**config.mk**
```make
export PLATFORM = sky130hd
export DESIGN_NAME = timer_bank
export DESIGN_NICKNAME = d
export VERILOG_FILES = /design/src/rtl/timer_bank_pkg.sv /design/src/rtl/timer_channel.sv /design/src/rtl/timer_bank.sv
export SDC_FILE = /design/constraint.sdc
export NUM_CORES = 1
export LEC_CHECK = 0
export CORE_ASPECT_RATIO = 1.1
export CORE_MARGIN = 2
export CORE_UTILIZATION = 56
export DETAILED_ROUTE_END_ITERATION = 6
export PLACE_DENSITY = 0.82
export SETUP_SLACK_MARGIN = 0.4
export SYNTH_ARGS = -nofsm -noshare
export SYNTH_HDL_FRONTEND = slang
export SYNTH_SLANG_ARGS = --single-unit
export TNS_END_PERCENT = 5
```
**constraint.sdc**
```tcl
create_clock -name clk -period 6.4 [get_ports clk]
set_clock_uncertainty 0.15 [all_clocks]
set_input_delay 0.96 -clock clk [delete_from_list [all_inputs] [get_ports clk]]
set_output_delay 0.96 -clock clk [all_outputs]
set_load 0.1 [all_outputs]
```
**src/rtl/timer_bank_pkg.sv**
```systemverilog
// timer_bank_pkg: shared definitions for the timer bank.
//   - per-channel FSM state encoding
//   - register offsets (addr[3:2]) inside a 16-byte channel window
//   - CTRL bit positions and MODE codes
package timer_bank_pkg;

  typedef enum logic [1:0] {
    ST_IDLE = 2'd0,
    ST_LOAD = 2'd1,
    ST_CNT  = 2'd2,
    ST_INT  = 2'd3
  } ch_state_e;

  localparam logic [1:0] REG_CTRL   = 2'd0;
  localparam logic [1:0] REG_PRESET = 2'd1;
  localparam logic [1:0] REG_COUNT  = 2'd2;
  localparam logic [1:0] REG_STATUS = 2'd3;

  localparam int unsigned CTRL_EN       = 0;
  localparam int unsigned CTRL_MODE_LSB = 1;
  localparam int unsigned CTRL_IM       = 3;
  localparam int unsigned CTRL_PS_LSB   = 4;

  localparam logic [1:0] MODE_ONESHOT = 2'b00;
  localparam logic [1:0] MODE_AUTO    = 2'b01;

  localparam int unsigned CH_STRIDE = 16;

endpackage

```
**src/rtl/timer_channel.sv**
```systemverilog
// timer_channel: one down-counting timer channel.
//   Holds CTRL (EN, MODE, IM[, PS]), PRESET, COUNT and the pending bit,
//   runs the IDLE/LOAD/CNT/INT FSM and applies byte-enabled bus writes.
// Ports:
//   clk, reset (async, active-low)
//   wr_en    - bus write addressed to this channel
//   reg_sel  - register offset (addr[3:2])
//   byteen   - write byte enables
//   wdata    - write data
//   rdata    - read data for reg_sel, zero-extended to 32 bits
//   irq      - pending & IM
// Optional: TIMER_BANK_PRESCALE_EN adds CTRL[7:4] PS and a prescale counter.
module timer_channel
  import timer_bank_pkg::*;
#(
  parameter int unsigned CNT_W = 32
) (
  input  logic        clk,
  input  logic        reset,
  input  logic        wr_en,
  input  logic [1:0]  reg_sel,
  input  logic [3:0]  byteen,
  input  logic [31:0] wdata,
  output logic [31:0] rdata,
  output logic        irq
);

  ch_state_e        state_q, state_d;
  logic             en_q, en_d;
  logic [1:0]       mode_q, mode_d;
  logic             im_q, im_d;
  logic [CNT_W-1:0] preset_q, preset_d;
  logic [CNT_W-1:0] count_q, count_d;
  logic             pend_q, pend_d;
  logic             pend_set;
  logic             fsm_clr_en;
  logic             tick;
  logic [31:0]      preset_wr;

`ifdef TIMER_BANK_PRESCALE_EN
  logic [3:0]  ps_q, ps_d;
  logic [14:0] psc_q, psc_d;
`endif

  always_ff @(posedge clk or negedge reset) begin
    if (!reset) begin
      state_q  <= ST_IDLE;
      en_q     <= 1'b0;
      mode_q   <= '0;
      im_q     <= 1'b0;
      preset_q <= '0;
      count_q  <= '0;
      pend_q   <= 1'b0;
`ifdef TIMER_BANK_PRESCALE_EN
      ps_q     <= '0;
      psc_q    <= '0;
`endif
    end else begin
      state_q  <= state_d;
      en_q     <= en_d;
      mode_q   <= mode_d;
      im_q     <= im_d;
      preset_q <= preset_d;
      count_q  <= count_d;
      pend_q   <= pend_d;
`ifdef TIMER_BANK_PRESCALE_EN
      ps_q     <= ps_d;
      psc_q    <= psc_d;
`endif
    end
  end

  // FSM next state and counter update
  always_comb begin
    state_d    = state_q;
    count_d    = count_q;
    pend_set   = 1'b0;
    fsm_clr_en = 1'b0;
`ifdef TIMER_BANK_PRESCALE_EN
    psc_d = psc_q;
    tick  = (psc_q == 15'((32'd1 << ps_q) - 32'd1));
`else
    tick  = 1'b1;
`endif
    if (!en_q) begin
      state_d = ST_IDLE;
`ifdef TIMER_BANK_PRESCALE_EN
      psc_d   = '0;
`endif
    end else begin
      unique case (state_q)
        ST_IDLE: state_d = ST_LOAD;
        ST_LOAD: begin
          count_d = preset_q;
          state_d = ST_CNT;
`ifdef TIMER_BANK_PRESCALE_EN
          psc_d   = '0;
`endif
        end
        ST_CNT: begin
`ifdef TIMER_BANK_PRESCALE_EN
          psc_d = tick ? '0 : psc_q + 15'd1;
`endif
          if (tick) begin
            if (count_q == '0) begin
              pend_set = 1'b1;
              state_d  = ST_INT;
            end else begin
              count_d = count_q - CNT_W'(1);
            end
          end
        end
        ST_INT: begin
          if (mode_q != MODE_AUTO) fsm_clr_en = 1'b1;
          state_d = ST_IDLE;
        end
      endcase
    end
  end

  // Register writes. The FSM's one-shot EN clear is applied first so that a
  // same-edge CTRL byte-0 write overrides it; a same-edge expiry beats W1C.
  always_comb begin
    en_d      = en_q & ~fsm_clr_en;
    mode_d    = mode_q;
    im_d      = im_q;
    pend_d    = pend_q;
    preset_wr = 32'(preset_q);
`ifdef TIMER_BANK_PRESCALE_EN
    ps_d      = ps_q;
`endif
    if (wr_en) begin
      case (reg_sel)
        REG_CTRL: begin
          if (byteen[0]) begin
            en_d   = wdata[CTRL_EN];
            mode_d = wdata[CTRL_MODE_LSB +: 2];
            im_d   = wdata[CTRL_IM];
`ifdef TIMER_BANK_PRESCALE_EN
            ps_d   = wdata[CTRL_PS_LSB +: 4];
`endif
          end
        end
        REG_PRESET: begin
          for (int unsigned k = 0; k < 4; k++) begin
            if (byteen[k]) preset_wr[8*k +: 8] = wdata[8*k +: 8];
          end
        end
        REG_STATUS: begin
          if (byteen[0] && wdata[0]) pend_d = 1'b0;
        end
        default: ;
      endcase
    end
    if (pend_set) pend_d = 1'b1;
    preset_d = preset_wr[CNT_W-1:0];
  end

  always_comb begin
    rdata = '0;
    case (reg_sel)
`ifdef TIMER_BANK_PRESCALE_EN
      REG_CTRL:   rdata = {24'd0, ps_q, im_q, mode_q, en_q};
`else
      REG_CTRL:   rdata = {28'd0, im_q, mode_q, en_q};
`endif
      REG_PRESET: rdata = 32'(preset_q);
      REG_COUNT:  rdata = 32'(count_q);
      REG_STATUS: rdata = {31'd0, pend_q};
      default:    rdata = '0;
    endcase
  end

  assign irq = pend_q & im_q;

endmodule

```
**src/rtl/timer_bank.sv**
```systemverilog
// timer_bank: bank of NUM_CH down-counting timers on the CPU data bus.
//   Address decode, read mux and irq vector; channel logic in timer_channel.
// Ports:
//   clk, reset (async, active-low)
//   addr   - byte address from bridge
//   we     - write strobe (qualified by hit)
//   byteen - write byte enables
//   wdata  - write data
//   rdata  - read data, combinational from addr (0 when not hit)
//   hit    - addr inside [BASE_ADDR, BASE_ADDR+16*NUM_CH), word aligned
//   irq    - per-channel interrupt (bit i = channel i)
// Optional: TIMER_BANK_PRESCALE_EN enables the per-channel prescaler.
module timer_bank
  import timer_bank_pkg::*;
#(
  parameter int unsigned NUM_CH    = 2,
  parameter int unsigned CNT_W     = 32,
  parameter logic [31:0] BASE_ADDR = 32'h0000_7F00
) (
  input  logic              clk,
  input  logic              reset,
  input  logic [31:0]       addr,
  input  logic              we,
  input  logic [3:0]        byteen,
  input  logic [31:0]       wdata,
  output logic [31:0]       rdata,
  output logic              hit,
  output logic [NUM_CH-1:0] irq
);

  logic [31:0] offset;
  logic [2:0]  ch_sel;
  logic [1:0]  reg_sel;
  logic [31:0] ch_rdata [NUM_CH];

  assign offset  = addr - BASE_ADDR;
  assign hit     = (addr >= BASE_ADDR) && (offset < 32'(CH_STRIDE * NUM_CH)) &&
                   (addr[1:0] == 2'b00);
  assign ch_sel  = offset[6:4];
  assign reg_sel = addr[3:2];

  for (genvar g = 0; g < NUM_CH; g++) begin : g_ch
    timer_channel #(
      .CNT_W(CNT_W)
    ) u_ch (
      .clk    (clk),
      .reset  (reset),
      .wr_en  (we && hit && (ch_sel == 3'(g))),
      .reg_sel(reg_sel),
      .byteen (byteen),
      .wdata  (wdata),
      .rdata  (ch_rdata[g]),
      .irq    (irq[g])
    );
  end

  always_comb begin
    rdata = '0;
    for (int unsigned i = 0; i < NUM_CH; i++) begin
      if (hit && (ch_sel == 3'(i))) rdata = ch_rdata[i];
    end
  end

endmodule

```
==> results of run 1 <==
## worst min-delay path by stage
stage	start	to	slack, ps
2_1_floorplan	g_ch[0].u_ch.pend_q	g_ch[0].u_ch.pend_q	320
3_3_place_gp	g_ch[1].u_ch.preset_q[6]	g_ch[1].u_ch.count_q[6]	360
3_5_place_dp	g_ch[1].u_ch.pend_q	g_ch[1].u_ch.pend_q	370
4_1_cts	g_ch[1].u_ch.pend_q	g_ch[1].u_ch.pend_q	380
5_1_grt	g_ch[0].u_ch.pend_q	g_ch[0].u_ch.pend_q	410
6_report	g_ch[1].u_ch.preset_q[15]	g_ch[1].u_ch.count_q[15]	390
## cell type report
type,count,area (um2),area share
clock buffer,22,484,0.0462
inverter,23,86.3,0.00823
sequential,142,3550,0.339
timing repair buffer,117,1070,0.102
multi-input combinational,690,4880,0.466
tap,200,250,0.0239
clock inverter,10,159,0.0152
## metrics by stage
stage / util / setup slack [ps] / cell area (um2)
floorplan: - / 1010 / 8820
detailed placement: 0.633 / 1410 / 9840
global placement: 0.633 / 1450 / 9840
CTS: 0.674 / 1400 / 10500
global route: 0.674 / 1290 / 10500
finish: 0.674 / 1380 / 10500
## logic make-up after synthesis
| kind of cell | after synthesis |
|---|---|
| AND/OR/NAND/NOR | 326 |
| AO/OA/AOI/OAI | 265 |
| flip-flops | 142 |
| buffers and inverters | 99 |
| multiplexers | 89 |
| adder cells (fa/ha/maj) | 8 |
| XOR/XNOR | 2 |
## worst reg2reg max path, delay by kind of cell, from the launching register on
family | cells | cell delay, ps
AO/OA/AOI/OAI | 1 | 150
AND/OR/NAND/NOR | 2 | 1190
adder cells (fa/ha/maj) | 1 | 1010
buffers and inverters | 3 | 770
flip-flops | 1 | 400
## synthesized netlist by cell type, drive strengths merged, types with 16 or more instances
library cell and count:
inv 21, buf 18, nor3 76, o31ai 16, mux2 72, a21oi 48
nand2 60, nor4 19, dfrtp 142, a31oi 16, clkbuf 58, nand4 23
or4 17, o21ai 32, nand3 28, o22ai 18, a221oi 60, nor2 47
## flip-flops by register name (all words and copies together) (netlist names)
| register | count |
|---|---|
| g_ch.u_ch.state_q | 4 |
| g_ch.u_ch.count_q | 64 |
| g_ch.u_ch.pend_q | 2 |
| g_ch.u_ch.preset_q | 64 |
| g_ch.u_ch.im_q | 2 |
| g_ch.u_ch.en_q | 2 |
| g_ch.u_ch.mode_q | 4 |
## routing by layer
metal	GRT usage	up-vias	wire length (um)	share of wire
met5	0	-	0	0
met4	0.122	0	895	0.031
met3	0.0652	72	3130	0.11
met2	0.545	643	13600	0.47
met1	0.507	4161	11300	0.39
li1	-	3791	-	-
## cell usage in the layout, fill, tap and decap left out, types with 30 or more instances in the layout
cell type / count
sky130_fd_sc_hd__nor3_1: 72
sky130_fd_sc_hd__nand2_1: 59
sky130_fd_sc_hd__nor2_1: 46
sky130_fd_sc_hd__buf_4: 41
sky130_fd_sc_hd__a221oi_1: 60
sky130_fd_sc_hd__o21ai_0: 30
sky130_fd_sc_hd__a21oi_1: 48
sky130_fd_sc_hd__dfrtp_1: 142
sky130_fd_sc_hd__mux2_2: 56
sky130_fd_sc_hd__clkdlybuf4s50_1: 75
## report_power, final
| part | total (mW) | switching (mW) | internal (mW) |
|---|---|---|---|
| combinational | 0.125 | 0.0709 | 0.0539 |
| clock | 1.09 | 0.394 | 0.692 |
| sequential | 0.898 | 0.000000000559 | 0.898 |
| total | 2.11 | 0.465 | 1.64 |
==> impl_metrics.ini, run 1 <==
[clocking]
clock_sinks = 142
cts_htree_levels = 4
cts_buffers = 17
clk_root_buffer_cell = sky130_fd_sc_hd__clkbuf_16
post-cts-setup-buffers = 0
tritoncts = yes
cts.hold.buffers_added = 0
clkSlewWorstSetupHoldPaths_ps = 60
insertion_delay_ps = 430
ctsResizeCount = 0
cts_max_path_buffers = 2

[critical_path]
timing_worst_setup_path_type = input port to output port
critical_path_cell_list = clkdlybuf4s50_1, nor4b_1, nand4_1, or3_4, a211oi_1, clkdlybuf4s50_1
startpoint_class_of_the_critical_path = input port
worst-path-buf-inv = 2
rrSetupSlack_ps = 2580
cp_capture_type = output port
slowest_stage_cell_cp = sky130_fd_sc_hd__clkdlybuf4s50_1
worst_path_most_repeated_cell = sky130_fd_sc_hd__clkdlybuf4s50_1
critical_path_arrival_ps = 3910
crit_family = buffers and inverters
cp.required_ps = 5290
path_depth = 6
timing.rr.end = g_ch[0].u_ch.count_q[15]
r2r-start = g_ch[0].u_ch.state_q[0]
crit_start = addr[7]
r2r.worst_path.cells = 7
worstPathMaxFanout = 41
critical_path.max_stage_delay_ps = 1180
cp-endpoint = rdata[3]

[synthesis]
synthesis.yosys.warnings = 0
synth.distinct_cells = 78
synth_xor_xnor_area_share = 0.00198
synth_mux_area_frac = 0.121
synthAdderAreaFrac = 0.0113
ys_dominant_reg_cell = sky130_fd_sc_hd__dfrtp_1
syn-cell-area_um2 = 8820
netlist_instances = 931
syn-mean-instance-area_um2 = 9.48
post_synthesis_sequential_area_ratio = 0.403
synth_compound_area_frac = 0.214
synthesis.nets = 1010
ys_seq_elements = 142
ys_async_sr_fraction = 1.00
synth_simple_gate_area_frac = 0.202
yosys.area.top_type = sky130_fd_sc_hd__dfrtp_1
synth.top_cells.by_area = sky130_fd_sc_hd__dfrtp_1 (40%), sky130_fd_sc_hd__mux2_2 (7.1%), sky130_fd_sc_hd__a221oi_1 (6.0%), sky130_fd_sc_hd__nor3_1 (4.1%), sky130_fd_sc_hd__a21oi_1 (2.7%)
largest_family_of_logic_cells_by_synthesized_area = compound AO/OA/AOI/OAI gates
synth-edff-count = 0
synth_top_area_frac = 0.403

[detailed_routing]
antenna_violation_net_count_after_detailed_routing = 0
postRouteWirelength_um = 29000
drt-wirelength-per-cell_um = 24.1
drt_drc_violations_left = 2
drt_pass1_iterations = 7
detailroute.via_count = 8667
dr.first_iter.drc_count = 1221
via_per_inst = 7.20

[global_route]
global_route.usage.total = 0.356
grt_first_pass_wirelength_um = 45500
antenna_violations_before_repair = 0
grt_max_degree = 77
grt-ovfl-total = 0
via_count_of_the_first_global_routing_pass = 7927

[placed_design]
estimated_wirelength_of_the_detail_placed_design_um = 20100
dp.cells = 1172
port-buffer-count = 105
gp_congestion = 0.951

[power_and_ir_drop]
fin_total_pwr_mw = 2.11
total_leakage_power_nw = 4.66
ir_drop_uv = 218
pwr_density_cell_nw_per_um2 = 201

[final_layout]
n_antenna_cell = 0
areaGrowthSynthToFinish_pct = 18.8
drive_above_1_share = 0.170
num-nets-final = 1070
final_instance_count_excl_fillers = 1204
final.fill_count = 1183

[sta]
totalNegativeSetupSlack_ps = 0
setup_repair_after_global_routing_missed_its_margin = no
finalSetupViolations = 0
timing_worst_slew_pin_value_ps = 1220
slew_headroom = 0.187
timing.final.crit_share = 0.785
hold_violations = 0
fin_hold_ws_ps = 386
layout_min_cycle_time_ps = 5020
clock.fmax_ghz = 0.199
drv_slew = 0

[floorplanning]
die_area_um2 = 16800
die_y_um = 136
core-area_um2 = 15600
num_io_pins = 106
row_count = 48
die_x_um = 124
floorplan.initialDensity = 0.567

[outcome]
violations_in_the_final_reports = design-rule violations
status = finished, violations left

[job]
max_cap_violations = 0

[worst_hold_path]
worstHoldPathType = register to register
hold_depth = 2
No activity file was read; power rests on OpenSTA's default activity.
==> run 2, diff against run 1 <==
==> constraint.sdc (replaced) <==
create_clock -name clk -period 5.1 [get_ports clk]
set_clock_uncertainty 0.15 [all_clocks]
set_input_delay 0.765 -clock clk [delete_from_list [all_inputs] [get_ports clk]]
set_output_delay 0.765 -clock clk [all_outputs]
set_load 0.1 [all_outputs]
==> impl_metrics.ini, run 2 (same netlist as run 1, synthesis figures left out) <==
[outcome]
status = finished clean

[power_and_ir_drop]
total_leakage_power_nw = 4.75
fin_total_pwr_mw = 2.57
p_switching_uw = 611
power.share.clock = 0.498
power.share.combinational = 0.064
power.switching_fraction = 0.237
ir_drop_uv = 250
pwr_density_cell_nw_per_um2 = 238
internal_power_mw = 1.96
share_seq_of_total_power = 0.438

[floorplanning]
num_io_pins = 106
core-area_um2 = 15600
die_x_um = 124
row_count = 48
floorplan.initialDensity = 0.567
die_area_um2 = 16800
die_y_um = 136

[critical_path]
critical_path_cell_list = clkdlybuf4s50_1, nor4b_1, nand4_1, or3_4, nor3_1, buf_12
startpoint_class_of_the_critical_path = input port
critical_path_arrival_ps = 3160
timing_worst_setup_path_type = input port to output port
cp_capture_type = output port
critical_path.max_stage_delay_ps = 630
worst-path-buf-inv = 2
slowest_stage_cell_cp = sky130_fd_sc_hd__nor3_1
crit_family = simple AND/OR/NAND/NOR gates
cp.required_ps = 4180
worstPathMaxFanout = 41

[clocking]
clkSlewWorstSetupHoldPaths_ps = 60
insertion_delay_ps = 440
clock_sinks = 142
clk_root_buffer_cell = sky130_fd_sc_hd__clkbuf_16
post-cts-setup-buffers = 0
ctsResizeCount = 0
tritoncts = yes
cts.hold.buffers_added = 0
cts_htree_levels = 4
cts_max_path_buffers = 2
cts_buffers = 17

[sta]
setup_repair_after_global_routing_missed_its_margin = no
timing.final.crit_share = 0.800
clock.fmax_ghz = 0.245
slew_headroom = 0.309
fin_hold_ws_ps = 290
hold_violations = 0
drv_slew = 0
layout_min_cycle_time_ps = 4080
totalNegativeSetupSlack_ps = 0
finalSetupViolations = 0
timing_worst_slew_pin_value_ps = 1030

[placed_design]
estimated_wirelength_of_the_detail_placed_design_um = 20700
dp.cells = 1177
port-buffer-count = 105
gp_congestion = 0.939

[detailed_routing]
antenna_violation_net_count_after_detailed_routing = 0
dr.first_iter.drc_count = 1410
drt-wirelength-per-cell_um = 25.2
postRouteWirelength_um = 30400
detailroute.via_count = 8875
via_per_inst = 7.34
drt_drc_violations_left = 0
drt_pass1_iterations = 5

[global_route]
grt_max_degree = 107
via_count_of_the_first_global_routing_pass = 8208
antenna_violations_before_repair = 0
global_route.usage.total = 0.369
grt-ovfl-total = 0
grt_first_pass_wirelength_um = 47100

[final_layout]
areaGrowthSynthToFinish_pct = 22.8
area_of_combinational_cells_with_multiple_inputs_um2 = 4880
regArea_um2 = 3550
final_instance_count_excl_fillers = 1209
final_common_cell = sky130_fd_sc_hd__dfrtp_1
drive_above_1_share = 0.178
reg_top3 = g_ch.u_ch.count_q: 64 flops, g_ch.u_ch.preset_q: 64 flops
commonest_non_fill_non_tap_cells_in_the_layout = sky130_fd_sc_hd__dfrtp_1 (142), sky130_fd_sc_hd__nor3_1 (72), sky130_fd_sc_hd__clkdlybuf4s50_1 (71)
n_antenna_cell = 0
final.fill_count = 1150
num-nets-final = 1075

[worst_hold_path]
worstHoldPathType = input port to async pin

[job]
max_cap_violations = 0
-- run 2: power groups by stage --
stage | clock network, mW | registers [mW] | logic, mW
after floorplan | 0 | 1.15 | 0.0473
after global placement | 0 | 1.15 | 0.157
after CTS | 1.28 | 1.13 | 0.161
after detailed placement | 0 | 1.15 | 0.160
final | 1.28 | 1.13 | 0.165
after global routing | 1.33 | 1.13 | 0.174
-- run 2: layout make-up --
cell class | count | share of cell area
Clock buffer | 17 | 0.0393
Multi-Input combinational cell | 690 | 0.450
Timing Repair Buffer | 122 | 0.136
Sequential cell | 142 | 0.328
Tap cell | 200 | 0.0231
Inverter | 23 | 0.00797
Clock inverter | 15 | 0.0157
-- run 2: worst paths after layout --
check                                          from                   endpoint  slack, ps  cells past startpoint
min                                           reset    g_ch[1].u_ch.state_q[0]        290                      1
max                                         addr[7]                  rdata[22]       1020                      6
min reg2reg                     g_ch[1].u_ch.pend_q        g_ch[1].u_ch.pend_q        380                      2
max reg2reg                g_ch[0].u_ch.count_q[10]   g_ch[0].u_ch.count_q[19]       1600                      5
max in group asynchronous                     reset  g_ch[1].u_ch.preset_q[10]       3400                      2
min in group clk                g_ch[1].u_ch.pend_q        g_ch[1].u_ch.pend_q        380                      2
-- run 2: metal layers --
metal,up-vias,part of all wire,GRT usage
met5,-,0,0
met4,0,0.047,0.174
met3,115,0.11,0.0795
met2,658,0.45,0.547
met1,4314,0.39,0.516
li1,3788,-,-
-- run 2: stage by stage --
stage           util  setup WS [ps]  instance area (um2)
6_report       0.697           1020                10800
3_3_place_gp   0.658           1160                10200
4_1_cts        0.697           1100                10800
3_5_place_dp   0.658           1130                10200
5_1_grt        0.697            986                10800
2_1_floorplan      -           98.5                 8820
==> run 3, diff against run 2 <==
==> constraint.sdc (replaced) <==
create_clock -name clk -period 4.1 [get_ports clk]
set_clock_uncertainty 0.15 [all_clocks]
set_input_delay 0.615 -clock clk [delete_from_list [all_inputs] [get_ports clk]]
set_output_delay 0.615 -clock clk [all_outputs]
set_load 0.1 [all_outputs]
==> impl_metrics.ini, run 3 (same netlist as run 1, synthesis figures left out) <==
[final_layout]
regArea_um2 = 3550
area_of_combinational_cells_with_multiple_inputs_um2 = 5020
finalCoreUtilization = 0.717
drive_above_1_share = 0.215
num-nets-final = 1088
n_antenna_cell = 0
final.fill_count = 1049
areaGrowthSynthToFinish_pct = 26.5
reg_top3 = g_ch.u_ch.count_q: 64 flops, g_ch.u_ch.preset_q: 64 flops
final_common_cell = sky130_fd_sc_hd__dfrtp_1
commonest_non_fill_non_tap_cells_in_the_layout = sky130_fd_sc_hd__dfrtp_1 (142), sky130_fd_sc_hd__clkdlybuf4s50_1 (71), sky130_fd_sc_hd__a221oi_1 (60)

[global_route]
global_route.usage.total = 0.365
via_count_of_the_first_global_routing_pass = 8173
antenna_violations_before_repair = 0
grt_first_pass_wirelength_um = 46800
grt_max_degree = 95
grt-ovfl-total = 0

[detailed_routing]
dr.first_iter.drc_count = 1299
drt_pass1_iterations = 7
detailroute.via_count = 8777
antenna_violation_net_count_after_detailed_routing = 0
via_per_inst = 7.18
postRouteWirelength_um = 29800
drt_drc_violations_left = 0
drt-wirelength-per-cell_um = 24.4

[clocking]
clock_sinks = 142
cts_htree_levels = 4
cts_max_path_buffers = 2
clk_root_buffer_cell = sky130_fd_sc_hd__clkbuf_16
cts.hold.buffers_added = 0
tritoncts = yes
insertion_delay_ps = 430
clkSlewWorstSetupHoldPaths_ps = 60
cts_buffers = 17

[placed_design]
estimated_wirelength_of_the_detail_placed_design_um = 20600
gp_congestion = 0.968
port-buffer-count = 105
dp_slack_ps = 433

[critical_path]
cp.required_ps = 3340
cp_capture_type = output port
critical_path_cell_list = clkdlybuf4s50_1, nor2b_4, buf_12, a221oi_1, nor3_2, buf_12
slowest_stage_cell_cp = sky130_fd_sc_hd__nor2b_4
critical_path.max_stage_delay_ps = 700
timing_worst_setup_path_type = input port to output port
rrSetupSlack_ps = 880
critical_path_arrival_ps = 2910
worst_path_most_repeated_cell = sky130_fd_sc_hd__buf_12
worstPathMaxFanout = 24
startpoint_class_of_the_critical_path = input port

[power_and_ir_drop]
total_leakage_power_nw = 4.83
ir_drop_uv = 314
share_seq_of_total_power = 0.434
power.switching_fraction = 0.234
internal_power_mw = 2.48
power.share.clock = 0.500
pwr_density_cell_nw_per_um2 = 290
p_switching_uw = 756
power.share.combinational = 0.067

[sta]
layout_min_cycle_time_ps = 3670
drv_slew = 0
slew_headroom = 0.324
hold_violations = 0
fin_hold_ws_ps = 118
postLayoutSetupSlackWorst_ps = 428
setup_repair_after_global_routing_missed_its_margin = no
timing_worst_slew_pin_value_ps = 1010
finalSetupViolations = 0
timing.final.crit_share = 0.896
clock.fmax_ghz = 0.272

[outcome]
status = finished clean

[worst_hold_path]
worstHoldPathType = input port to async pin

[floorplanning]
die_x_um = 124
row_count = 48
core-area_um2 = 15600
die_area_um2 = 16800
die_y_um = 136
num_io_pins = 106
floorplan.initialDensity = 0.567

[job]
max_cap_violations = 0
==> run 3: cell count changes in the layout (fill, tap and decap cells not counted), sizes merged <==
| cell | change |
|---|---|
| buf | +13 |
| clkinv | -4 |
| inv | -2 |
| clkinvlp | +2 |
| clkbuf | +4 |
==> run 3: final timing paths <==
check | startpoint | to | cells past startpoint
hold reg to reg | g_ch[1].u_ch.im_q | g_ch[1].u_ch.im_q | 1
setup reg to reg | g_ch[0].u_ch.count_q[10] | g_ch[0].u_ch.count_q[23] | 6
max in group asynchronous | reset | g_ch[1].u_ch.preset_q[17] | 2
hold / removal | reset | g_ch[1].u_ch.preset_q[2] | 1
min in group clk | g_ch[1].u_ch.im_q | g_ch[1].u_ch.im_q | 1
setup / recovery | addr[3] | rdata[30] | 6
==> run 3: final cells by class <==
class | instances | area share
repair buffers | 135 | 0.147
clock inverters | 11 | 0.0126
inverters | 23 | 0.00774
flip-flops and latches | 142 | 0.318
well taps | 200 | 0.0224
multi-input cells | 690 | 0.450
clock buffers | 21 | 0.0413
==> run 3: routing by layer <==
metal	global-route usage	wire, um	vias up
li1	-	-	3808
met1	0.504	11800	4278
met2	0.556	14000	599
met3	0.0724	2860	92
met4	0.162	1210	0
met5	0	0	-
==> run 3: worst max-delay path: cells and delay by family <==
family                 cells  cell delay [ps]
AOI/OAI and AO/OA          1              100
buffers and inverters      3             1100
and+or+nand+nor            2             1080
==> run 3: through the flow <==
step	total power, mW	cells	instance area, um2	TNS [ps]
detailed placement	1.64	1190	10600	0
global route	3.30	1222	11200	0
CTS	3.22	1222	11200	0
floorplan	1.49	931	8960	-747
global placement	1.63	1190	10600	0
finish	3.23	1222	11200	0
==> run 3: repair_timing <==
| action | 4_1_cts | 5_1_grt |
|---|---|---|
| setup endpoints to repair | 0 | 1 |
| buffers inserted | 0 | 0 |
| gates resized for setup | 0 | 1 |
==> run 3: power by group through the flow <==
stage | logic (mW) | registers, mW | clock network [mW]
after floorplan | 0.0639 | 1.43 | 0
after global placement | 0.206 | 1.43 | 0
after detailed placement | 0.210 | 1.43 | 0
after CTS | 0.212 | 1.40 | 1.61
after global routing | 0.228 | 1.40 | 1.67
final | 0.216 | 1.40 | 1.61
